===== config.mk =====
export PLATFORM = sky130hd
export DESIGN_NAME = wb_regfile
export DESIGN_NICKNAME = d
export VERILOG_FILES = /design/src/rtl/wb_regfile.sv
export SDC_FILE = /design/constraint.sdc
export NUM_CORES = 2
export LEC_CHECK = 0
export BUFFER_PORTS_ARGS = -buffer_cell sky130_fd_sc_hd__buf_2
export CORE_MARGIN = 10
export CORE_UTILIZATION = 35
export DETAILED_ROUTE_END_ITERATION = 12
export GPL_TIMING_DRIVEN = 1
export SYNTH_ARGS = -nofsm -noshare
export SYNTH_HDL_FRONTEND = slang
export SYNTH_SLANG_ARGS = --single-unit

===== constraint.sdc =====
create_clock -name clk -period 4.4 [get_ports clk]
set_input_delay 0.88 -clock clk [delete_from_list [all_inputs] [get_ports clk]]
set_output_delay 0.88 -clock clk [all_outputs]
set_load 0.01 [all_outputs]

===== src/rtl/wb_regfile.sv =====
// Write-back stage and 32x32 register file with byte-lane writes, overflow write suppression and bookkeeping.
// Optional macro REGFILE_BYPASS_EN: a same-cycle write is forwarded (lane-merged) onto busA/busB.
module wb_regfile (
    input  logic        clk,
    input  logic        rst_n,
    input  logic        overflow_f,
    input  logic [31:0] Dout_f,
    input  logic [31:0] result_f,
    input  logic [4:0]  Rw_f,
    input  logic        RegWr_f,
    input  logic        RegWr_4f,
    input  logic        RegWr_3f,
    input  logic        RegWr_2f,
    input  logic        RegWr_1f,
    input  logic        MemtoReg_f,
    input  logic        OvSel_f,
    input  logic [4:0]  Ra,
    input  logic [4:0]  Rb,
    output logic [31:0] busA,
    output logic [31:0] busB,
    output logic [31:0] wb_data,
    output logic        wb_we,
    output logic        ov_trap,
    output logic        ov_sticky,
    output logic [7:0]  ov_count
);

    logic [31:0] r_regs [0:31];
    logic        r_ov_trap;
    logic        r_ov_sticky;
    logic [7:0]  r_ov_count;

    logic [3:0]  w_lanes;
    logic [31:0] w_mask;
    logic        w_kill;
    logic        w_event;
    logic [31:0] w_stored_a;
    logic [31:0] w_stored_b;

    assign w_lanes = {RegWr_4f, RegWr_3f, RegWr_2f, RegWr_1f};
    assign w_mask  = {{8{w_lanes[3]}}, {8{w_lanes[2]}}, {8{w_lanes[1]}}, {8{w_lanes[0]}}};
    assign w_kill  = OvSel_f & overflow_f;
    // An overflow event ignores destination and lanes: any trapping write request counts.
    assign w_event = RegWr_f & w_kill;

    assign wb_data = MemtoReg_f ? Dout_f : result_f;
    assign wb_we   = RegWr_f & ~w_kill & (Rw_f != 5'd0) & (|w_lanes);

    always_ff @(posedge clk) begin
        if (!rst_n) begin
            for (int i = 0; i < 32; i++) begin
                r_regs[i] <= '0;
            end
            r_ov_trap   <= 1'b0;
            r_ov_sticky <= 1'b0;
            r_ov_count  <= 8'd0;
        end else begin
            if (wb_we) begin
                r_regs[Rw_f] <= (r_regs[Rw_f] & ~w_mask) | (wb_data & w_mask);
            end
            r_ov_trap <= w_event;
            if (w_event) begin
                r_ov_sticky <= 1'b1;
                if (r_ov_count != 8'hFF) begin
                    r_ov_count <= r_ov_count + 8'd1;
                end
            end
        end
    end

    assign w_stored_a = (Ra == 5'd0) ? 32'd0 : r_regs[Ra];
    assign w_stored_b = (Rb == 5'd0) ? 32'd0 : r_regs[Rb];

`ifdef REGFILE_BYPASS_EN
    // wb_we already excludes register 0, so a match never forwards into r0.
    assign busA = (wb_we && (Ra == Rw_f)) ? ((w_stored_a & ~w_mask) | (wb_data & w_mask)) : w_stored_a;
    assign busB = (wb_we && (Rb == Rw_f)) ? ((w_stored_b & ~w_mask) | (wb_data & w_mask)) : w_stored_b;
`else
    assign busA = w_stored_a;
    assign busB = w_stored_b;
`endif

    assign ov_trap   = r_ov_trap;
    assign ov_sticky = r_ov_sticky;
    assign ov_count  = r_ov_count;

endmodule


==> impl_metrics.tcl <==
set metrics [dict create \
    status "finished clean" \
    worstReg2RegStart "r_regs[23][31]" \
    multiInputGateArea_um2 28800 \
    finalHoldViolations 0 \
    met2_usage_pct 42.4 \
    syn_inst 4595 \
    critPathMaxStageDelay_ns 0.87 \
    coreArea_um2 176000 \
    ioPinCount 196 \
    cts_tree "built" \
    slew_viol_final 0 \
    setup_violations 0 \
    ys_async_sr_fraction_pct 0 \
    cts_buffers 113 \
    io_buffers 195 \
    cellLeakagePower_nw 26.1 \
    fin_crit_sh_pct 99.9 \
    skew_ns 0.0306 \
    rsz0062_at_grt "false" \
    synth_edf_count 1024 \
    viasPerCell 6.88 \
    hold_start "ov_sticky" \
    h-tree-depth 3 \
    fin_cells 7300 \
    powerDensity_nw_per_um2 359 \
    cp-startpoint "Ra[0]" \
    synthTopCellsByCount "edfxtp_1, nor2_1, mux4_2" \
    yosys_register_bits 1034 \
    globalplace.congestion 0.962 \
    vias 50200 \
    die_h_um 440 \
    criticalPathCategory "input port to output pin" \
    yosysWarnings 0 \
    setup_ws_ns 0.00465 \
    worstPathRequired_ns 3.52 \
    max_cap_viol_count 0 \
    area_growth_pct 16.9 \
    synth.area.top_cells "edfxtp_1, mux4_2, mux2i_1, nor2_1, nor3_1" \
    fp-row-count 154 \
    antenna_found_initial 19 \
    place_ws_ns 0.123 \
    remaining_drc_errors 0 \
    overflow 0 \
    regArea_um2 30900 \
    dp_cells 7072 \
    worst-path-buf-inv 5 \
    crit_chain "buf_8 > buf_12 > buf_4 > mux4_2 > o21ai_0 > a211oi_1 > buf_4 > buf_2" \
    worstSetupEndpointType "output pin" \
    fmax_mhz 228 \
    synth_ff_type "edfxtp_1" \
    syn_area_um2 61700 \
    post-route-min-period_ns 4.40 \
    ir_drop_v 0.000332 \
    grt_util_all_layers_pct 29.2 \
    post-cts-setup-buffers 0 \
    hpwl_mm 183 \
    grt-busiest-layer "met2" \
    fill_cells 16200 \
    wire_per_inst_um 40.1 \
    setup-tns-final_ns 0 \
    start_kind "input port" \
    insertion_delay_ns 0.79 \
    ant_nets 0 \
    yosysTopAreaCell "edfxtp_1" \
    total_power_w 0.0259 \
    die-area_um2 194000 \
    use_met1_pct 34.3 \
    yosysMostFrequentCell "edfxtp_1" \
    first_global_vias 48400 \
    clk_pin_slew_ns 0.06 \
    ys_types 77 \
    wirelength_mm 292 \
    layout.nets 4937 \
    grtUsageMet3_pct 11.0 \
    dr.pass1.iters 6 \
    synth_top_area_share_pct 49.8 \
    worstHoldPathType "flop to flop" \
    arrival_ns 3.52 \
    seq_area_frac_synth_pct 50.1 \
    path_delay_family "buffers and inverters" \
    avgSynthCellArea_um2 13.4 \
    cts_num_sinks 1034 \
    dr.first_iter.drc_count 9022 \
    clockBufferDepth 3 \
    grt_max_degree 56 \
    cts_root_buf "clkbuf_16" \
    crit_top_cell "buf_4" \
    drive_gt1_share_pct 31.5 \
    dieWidth_um 440 \
    worst_pin_slew_ns 1.20 \
    grt_pass1_wl_mm 395 \
    start_util_pct 35.1 \
    slowest_stage "a211oi_1" \
    max_slew_margin_pct 20.2 \
    path_max_fanout 32 \
]
power by group:
group          switching [W]  internal (W)  leakage [nW]
clock network        0.00430       0.00565          1.84
logic                0.00279       0.00172          13.6
registers           0.000288        0.0112          10.7
total                0.00737        0.0186          26.1
layer usage:
layer	wire (um)	share of wire [%]
met2	124000	42
met3	44700	15
met1	94500	32
met4	29500	10
met5	178	0.061
stage by stage:
step / area, um^2 / hold slack [ns] / utilization [%]
finish: 72200 / 0.471 / 41.1
global route: 72100 / 0.527 / 41.1
CTS: 72100 / 0.478 / 41.1
detailed placement: 68400 / 0.463 / 38.9
global placement: 68400 / 0.450 / 38.9
floorplan: 61800 / 0.505 / -
kinds of logic after synthesis:
| logic type | after synthesis | share of synthesized area (%) |
|---|---|---|
| AND/OR/NAND/NOR | 1407 | 10.1 |
| adder cells (fa/ha/maj) | 1 | 0.0203 |
| flip-flops | 1034 | 50.1 |
| AO/OA/AOI/OAI | 536 | 6.69 |
| multiplexers | 1076 | 29.0 |
| other | 1 | 0.00607 |
| buffers and inverters | 533 | 3.94 |
| XOR/XNOR | 7 | 0.0993 |
what timing repair did:
action | in CTS | in global routing
resized for setup | 0 | 1
setup endpoints to repair | 0 | 1
hold buffers | 0 | 0
final timing paths:
| check | endpoint | slack, ns | cells after the start |
|---|---|---|---|
| worst max register to register | r_regs[28][31] | 1.75 | 6 |
| worst max-delay path | busA[24] | 0.005 | 8 |
| worst min register to register | ov_sticky | 0.47 | 2 |
| worst min-delay path | ov_sticky | 0.47 | 2 |
layout make-up:
class | instances | share of cell area (%)
diodes | 16 | 0.0555
clock buffers | 129 | 4.06
clock inverters | 83 | 1.17
inverters | 24 | 0.127
multi-input cells | 3059 | 39.9
flip-flops and latches | 1034 | 42.9
well taps | 2340 | 4.06
repair buffers | 615 | 7.76
cell usage in the layout, fill, tap and decap left out, types with 9 or more instances in the layout:
master        n
clkinv_2     24
bufinv_16    15
nand2_2      61
inv_1        23
o32ai_4      15
a21oi_1      43
a221o_1      28
buf_12      112
nor2_2       17
o21ai_0      43
clkbuf_1     14
conb_1       32
dfxtp_1      10
buf_4       310
a211oi_1     74
nand2_1      79
and3_1       38
o221ai_1     31
buf_2       186
nor2_1      816
edfxtp_1   1024
clkinv_1     27
mux2_2       68
diode_2      16
a22oi_1      93
nor4_1       15
and2_1        9
o22ai_1     125
or4_1        14
nor2b_1      49
nand3_1      14
a211o_1      12
a22o_1       35
nor3_1      240
clkbuf_16   115
mux2i_1     444
mux4_2      564
worst register-to-register path, delay by kind of cell (launching register included):
kind                   cells  cell delay [ns]
buffers and inverters      1             0.34
multiplexers               1             0.53
AO/OA/AOI/OAI              2             0.54
AND/OR/NAND/NOR            2             0.54
flip-flops                 1             0.42
sequential cells by signal (all words and copies together) (netlist names):
| name | flops |
|---|---|
| r_regs | 1024 |
| ov_count | 8 |
| ov_sticky | 1 |
| ov_trap | 1 |
Note: power is estimated with default switching activity, not from simulation.
